===== src/rtl/decoder_38_u24_pkg.sv =====
// Shared constants and helpers for the registered 3-to-8 decoder.
package decoder_38_u24_pkg;

  localparam int unsigned IN_W  = 3;
  localparam int unsigned OUT_W = 8;

  localparam logic [OUT_W-1:0] Y_RESET = 8'h00;

  // One-hot word with bit `code` set; used wherever a reference decode is needed.
  function automatic logic [OUT_W-1:0] onehot8(input logic [IN_W-1:0] code);
    logic [OUT_W-1:0] w;
    w = '0;
    w[code] = 1'b1;
    return w;
  endfunction

endpackage


===== src/rtl/decoder_38_u24_decoder24.sv =====
// Combinational 2-to-4 decoder with enable; the building block of the 3-to-8 composition.
module decoder24 (
  input  logic [1:0] a,
  input  logic       e,
  output logic [3:0] q
);

  // Shift a single set bit to position a, or output zeros when disabled.
  always_comb begin
    q = 4'h0;
    if (e) q = 4'b0001 << a;
  end

endmodule


===== src/rtl/decoder_38_u24.sv =====
// Registered 3-to-8 one-hot decoder built from two 2-to-4 decoders.
// i[2] selects which half is enabled; en gates both halves.
module decoder_38_u24
  import decoder_38_u24_pkg::*;
(
  input  logic              clk,
  input  logic              rst_n,
  input  logic              en,
  input  logic [IN_W-1:0]   i,
  output logic [OUT_W-1:0]  y
);

  logic             en_lo;
  logic             en_hi;
  logic [3:0]       d_lo;
  logic [3:0]       d_hi;
  logic [OUT_W-1:0] y_d;
  logic [OUT_W-1:0] y_q;

  assign en_lo = en & ~i[2];
  assign en_hi = en &  i[2];

  decoder24 u_dec_lo (
    .a (i[1:0]),
    .e (en_lo),
    .q (d_lo)
  );

  decoder24 u_dec_hi (
    .a (i[1:0]),
    .e (en_hi),
    .q (d_hi)
  );

  assign y_d = {d_hi, d_lo};

  // Output register; reset clears it immediately, discarding any in-flight decode.
  always_ff @(posedge clk or negedge rst_n) begin
    if (!rst_n) y_q <= Y_RESET;
    else        y_q <= y_d;
  end

  assign y = y_q;

endmodule


===== config.mk =====
export PLATFORM = sky130hd
export DESIGN_NAME = decoder_38_u24
export DESIGN_NICKNAME = d
export VERILOG_FILES = /design/src/rtl/decoder_38_u24_pkg.sv /design/src/rtl/decoder_38_u24_decoder24.sv /design/src/rtl/decoder_38_u24.sv
export SDC_FILE = /design/constraint.sdc
export NUM_CORES = 1
export LEC_CHECK = 0
export ABC_AREA = 1
export CAP_MARGIN = 20
export CORE_AREA = 5 5 42 44
export CTS_BUF_LIST = sky130_fd_sc_hd__clkbuf_8
export CTS_CLUSTER_SIZE = 25
export DETAILED_ROUTE_END_ITERATION = 10
export DIE_AREA = 0 0 47 49
export SETUP_SLACK_MARGIN = 0.4
export SYNTH_ARGS = -nofsm -noshare
export SYNTH_HDL_FRONTEND = slang
export SYNTH_SLANG_ARGS = --single-unit
export TNS_END_PERCENT = 20

===== constraint.sdc =====
create_clock -name clk -period 0.8 [get_ports clk]
set_input_delay 0.2 -clock clk [delete_from_list [all_inputs] [get_ports clk]]
set_output_delay 0.2 -clock clk [all_outputs]
set_load 0.02 [all_outputs]

==> impl_metrics.env, run 1 <==
export IMPL_status="complete, but fails checks"
export IMPL_violations="negative setup slack"
export IMPL_ys_warn_count=0
export IMPL_multiInputGateArea_um2=67.6
export IMPL_setup_worst_path_end_class="output port"
export IMPL_slew_headroom=0.924
export IMPL_row_count=14
export IMPL_grt_pass1_vias=204
export IMPL_via_count=212
export IMPL_yosysSeqAreaShare=0.758
export IMPL_met1_usage=0.0566
export IMPL_nFillCells=161
export IMPL_grt_met3_usage=0.0221
export IMPL_place_area_um2=434
export IMPL_rsz0062_at_grt="true"
export IMPL_dp_hpwl_um=381
export IMPL_period_share=1.14
export IMPL_synth_top_area_frac=0.758
export IMPL_post_route_util=0.342
export IMPL_wl_per_cell_um=8.53
export IMPL_die_x_um=47
export IMPL_cts_hold_buffers_added=0
export IMPL_min_period_ns=0.912
export IMPL_path_clk_slew_ns=0.04
export IMPL_max_cap_violations=0
export IMPL_synth_area_leader_cell="dfrtp_1"
export IMPL_synth_seq_cells=8
export IMPL_timing_fmax_mhz=1100
export IMPL_startpoint_type="register"
export IMPL_diodes=0
export IMPL_fin_area_um2=479
export IMPL_powerDensity_mw_per_mm2=2050
export IMPL_worstPathRequired_ns=0.60
export IMPL_hp_class="primary input to asynchronous set/reset pin"
export IMPL_place_gp_congestion=0.777
export IMPL_final_setup_viol_count=8
export IMPL_die_area_mm2=0.00230
export IMPL_antenna_found_initial=0
export IMPL_io_pins=14
export IMPL_p_total_mw=0.983
export IMPL_syn2layout_area_growth_pct=81.5
export IMPL_ys_flop_type="dfrtp_1"
export IMPL_syn_nets=31
export IMPL_setup_ws_ns=-0.112
export IMPL_gr_usage_met2=0.0656
export IMPL_drive_gt1_frac=0.548
export IMPL_synthTopCellsByArea="dfrtp_1 76%, nor2_1 11%, nand2_1 8.5%"
export IMPL_htreeDepth=1
export IMPL_coreArea_mm2=0.00140
export IMPL_final_hold_viol_count=0
export IMPL_leakage_nw=0.254
export IMPL_root_buffer="clkbuf_8"
export IMPL_grt_pass1_wl_um=800
export IMPL_grt_total_usage=0.0576
export IMPL_ys_top_cells_by_count="8 x dfrtp_1, 8 x nor2_1, 6 x nand2_1"
export IMPL_critPathMaxFanout=1
export IMPL_async_flop_share=1.00
export IMPL_cts_tree="yes"
export IMPL_grt_max_degree=9
export IMPL_via_per_inst=3.66
export IMPL_start_util=0.188
export IMPL_die_y_um=49
export IMPL_path_cells="buf_6"
export IMPL_drt_iter0_markers=1
export IMPL_hold_slack_ns=0.0339
export IMPL_ant_nets=0
export IMPL_drt_wl_total_um=495
export IMPL_synth_edff_count=0
export IMPL_cpMaxStageDelayCell="dfrtp_1"
export IMPL_arrival_ns=0.71
export IMPL_worst_slew_pin_slew_ns=0.114
export IMPL_irDropWorstVdd_mv=0.628
export IMPL_seq_area_um2=200
export IMPL_cp_slowest_stage_delay_ns=0.36
export IMPL_avgSynthCellArea_um2=10.6
export IMPL_path_buf_inv=1
export IMPL_synth_area_um2=264
export IMPL_firstDrtPassIters=2
export IMPL_critPathKind="register to output port"
export IMPL_cts_buffer_depth=2
export IMPL_grt_busiest_layer="met4"
export IMPL_synth_cell_type_count=4
export IMPL_overflow=0
export IMPL_drv_slew=0
export IMPL_cts_buffers=3
export IMPL_cts_sinks=8
export IMPL_critPathTopFamily="flip-flops"
export IMPL_port_buffer_count=13
export IMPL_drc=0
export IMPL_syn_inst=25
export IMPL_largest_reg_flops=8
export IMPL_final_nets=50
-- cells by family (layout without fill, tap and decap cells) --
| kind of cell | count (synthesis) | after routing | share of synthesized area |
|---|---|---|---|
| DFF | 8 | 8 | 0.758 |
| and+or+nand+nor | 14 | 14 | 0.199 |
| buffers and inverters | 3 | 20 | 0.0427 |
-- area by class of cell --
type	count	area share
clock buffer	3	0.0862
timing repair buffer	14	0.290
inverter	3	0.0235
tap	16	0.0418
sequential	8	0.418
multi-input combinational	14	0.141
-- metrics by stage --
stage | setup TNS, ns | setup slack [ns] | cells
2_1_floorplan | 0 | 0.184 | 25
3_3_place_gp | -3.94 | -0.299 | 55
3_5_place_dp | -3.98 | -0.302 | 55
4_1_cts | -0.946 | -0.122 | 58
5_1_grt | -1.07 | -0.140 | 58
6_report | -0.885 | -0.112 | 58
-- layer usage --
layer / share of wire / wire length, um / vias up
li1: - / - / 106
met1: 0.37 / 183 / 92
met2: 0.41 / 204 / 12
met3: 0.16 / 80 / 2
met4: 0.055 / 27 / 0
met5: 0 / 0 / -
-- report_power, final --
part	switching, mW	internal, mW	leakage, nW	total (mW)
Sequential	0.00428	0.417	0.110	0.421
Clock	0.135	0.324	0.0216	0.459
Combinational	0.0543	0.0483	0.123	0.103
-- timing repair --
item,CTS,global route
resized for setup,69,4
setup endpoints to repair,24,14
cloned,0,0
pin swaps,4,2
buffers inserted,0,0
-- placed cells by master, fill, tap and decap left out, drive strengths merged --
cell type and n:
buf 13, dfrtp 8, nor2 8, nand2 6, inv 3, clkbuf 3, dlygate4sd2 1
-- path summary, 6_finish.rpt --
path	from	slack, ns	end	cells past startpoint
min in group clk	en	0.25	y[1]$_DFF_PN0_	3
min	rst_n	0.03	y[4]$_DFF_PN0_	2
max in group asynchronous	rst_n	0.67	y[2]$_DFF_PN0_	2
max	y[4]$_DFF_PN0_	-0.11	y[4]	1
(Power assumes the default switching activity.)
==> run 2: changes to the inputs <==
CAP_MARGIN = not set   (was 20)
MAX_ROUTING_LAYER = met4   (was not set)
SKIP_LAST_GASP = 1   (was not set)
==> impl_metrics.env, run 2 (synthesized netlist as in run 1, its figures left out) <==
export IMPL_status="complete, but fails checks"
export IMPL_violations="negative setup slack"
export IMPL_max_cap_violations=0
export IMPL_powerDensity_mw_per_mm2=2040
export IMPL_post_route_util=0.346
export IMPL_ant_nets=0
export IMPL_critPathTopFamily="flip-flops"
export IMPL_via_count=202
export IMPL_min_period_ns=0.914
export IMPL_grt_max_degree=9
export IMPL_stdcell_count=58
export IMPL_start_util=0.188
export IMPL_hold_slack_ns=0.300
export IMPL_overflow=0
export IMPL_fin_area_um2=485
export IMPL_hp_class="primary input to asynchronous set/reset pin"
export IMPL_htreeDepth=1
export IMPL_irDropWorstVdd_mv=0.635
export IMPL_cts_hold_buffers_added=0
export IMPL_critPathMaxFanout=1
export IMPL_cts_resized=48
export IMPL_arrival_ns=0.71
export IMPL_setup_worst_path_end_class="output port"
export IMPL_place_gp_congestion=0.788
export IMPL_place_area_um2=434
export IMPL_drc=0
export IMPL_met1_usage=0.0543
export IMPL_syn2layout_area_growth_pct=83.9
export IMPL_timing_fmax_mhz=1090
export IMPL_drv_slew=0
export IMPL_p_sw_frac=0.193
export IMPL_diodes=0
export IMPL_via_per_inst=3.48
export IMPL_leakage_nw=0.250
export IMPL_grt_total_usage=0.0583
export IMPL_wl_per_cell_um=8.28
export IMPL_final_hold_viol_count=0
export IMPL_critPathKind="register to output port"
export IMPL_die_area_mm2=0.00230
export IMPL_die_y_um=49
export IMPL_path_cells="buf_6"
export IMPL_period_share=1.14
export IMPL_worstPathRequired_ns=0.60
export IMPL_setup_tns_ns=-0.894
export IMPL_cp_slowest_stage_delay_ns=0.36
export IMPL_dp_cells=55
export IMPL_drt_iter0_markers=7
export IMPL_grt_pass1_wl_um=793
export IMPL_gr_usage_met2=0.0656
export IMPL_final_nets=50
export IMPL_pwr_share_comb=0.105
export IMPL_cts_buffer_depth=2
export IMPL_setup_ws_ns=-0.114
export IMPL_largest_reg_flops=8
export IMPL_nFillCells=156
export IMPL_grt_busiest_layer="met4"
export IMPL_coreArea_mm2=0.00140
export IMPL_row_count=14
export IMPL_postCtsSetupRepairBufs=0
export IMPL_grt_pass1_vias=205
export IMPL_antenna_found_initial=0
export IMPL_startpoint_type="register"
export IMPL_p_total_mw=0.988
export IMPL_path_clk_slew_ns=0.04
export IMPL_dp_hpwl_um=381
export IMPL_final_cell_mix="8 x nor2_1, 8 x buf_6, 8 x dfrtp_1"
export IMPL_path_buf_inv=1
export IMPL_grt_met3_usage=0.0221
export IMPL_drt_wl_total_um=480
export IMPL_p_int_mw=0.798
export IMPL_firstDrtPassIters=4
export IMPL_drive_gt1_frac=0.286
export IMPL_final_setup_viol_count=8
export IMPL_slew_headroom=0.911
export IMPL_place_ws_ns=-0.302
export IMPL_port_buffer_count=13
export IMPL_cpMaxStageDelayCell="dfrtp_1"
export IMPL_cts_buffers=3
export IMPL_rsz0062_at_grt="true"
export IMPL_pwr_share_seq=0.426
export IMPL_cts_sinks=8
export IMPL_cts_tree="yes"
export IMPL_root_buffer="clkbuf_8"
export IMPL_power_switching_mw=0.190
export IMPL_worst_slew_pin_slew_ns=0.134
export IMPL_clkPwrFrac=0.468
export IMPL_die_x_um=47
export IMPL_io_pins=14
[run 2: changes by cell type in the layout (fill, tap and decap cells not counted), sizes merged]
cell	delta
buf	-4
clkdlybuf4s50	+5
dlygate4sd2	-1
[run 2: power by group through the flow]
| stage | combinational, mW | sequential (mW) | clock [mW] |
|---|---|---|---|
| 2_1_floorplan | 0.0192 | 0.439 | 0 |
| 3_3_place_gp | 0.103 | 0.424 | 0 |
| 3_5_place_dp | 0.103 | 0.425 | 0 |
| 4_1_cts | 0.106 | 0.422 | 0.474 |
| 5_1_grt | 0.115 | 0.422 | 0.495 |
| 6_report | 0.104 | 0.421 | 0.463 |
[run 2: path summary, 6_finish.rpt]
path	start	end	slack, ns	cells after the start
max	y[7]$_DFF_PN0_	y[7]	-0.11	1
min	rst_n	y[7]$_DFF_PN0_	0.30	2
max in group asynchronous	rst_n	y[1]$_DFF_PN0_	0.40	2
min in group clk	i[0]	y[7]$_DFF_PN0_	0.59	3
[run 2: cell type report]
cell class              count  area, um2  area share
flip-flops and latches      8        200       0.412
repair buffers             14        160       0.330
well taps                  16       20.0      0.0412
multi-input cells          14       52.6       0.108
inverters                   3       11.3      0.0232
clock buffers               3       41.3      0.0851
[run 2: routing by layer]
metal,vias up,share of wire
li1,106,-
met1,84,0.39
met2,12,0.45
met3,0,0.16
met4,0,0
met5,-,0
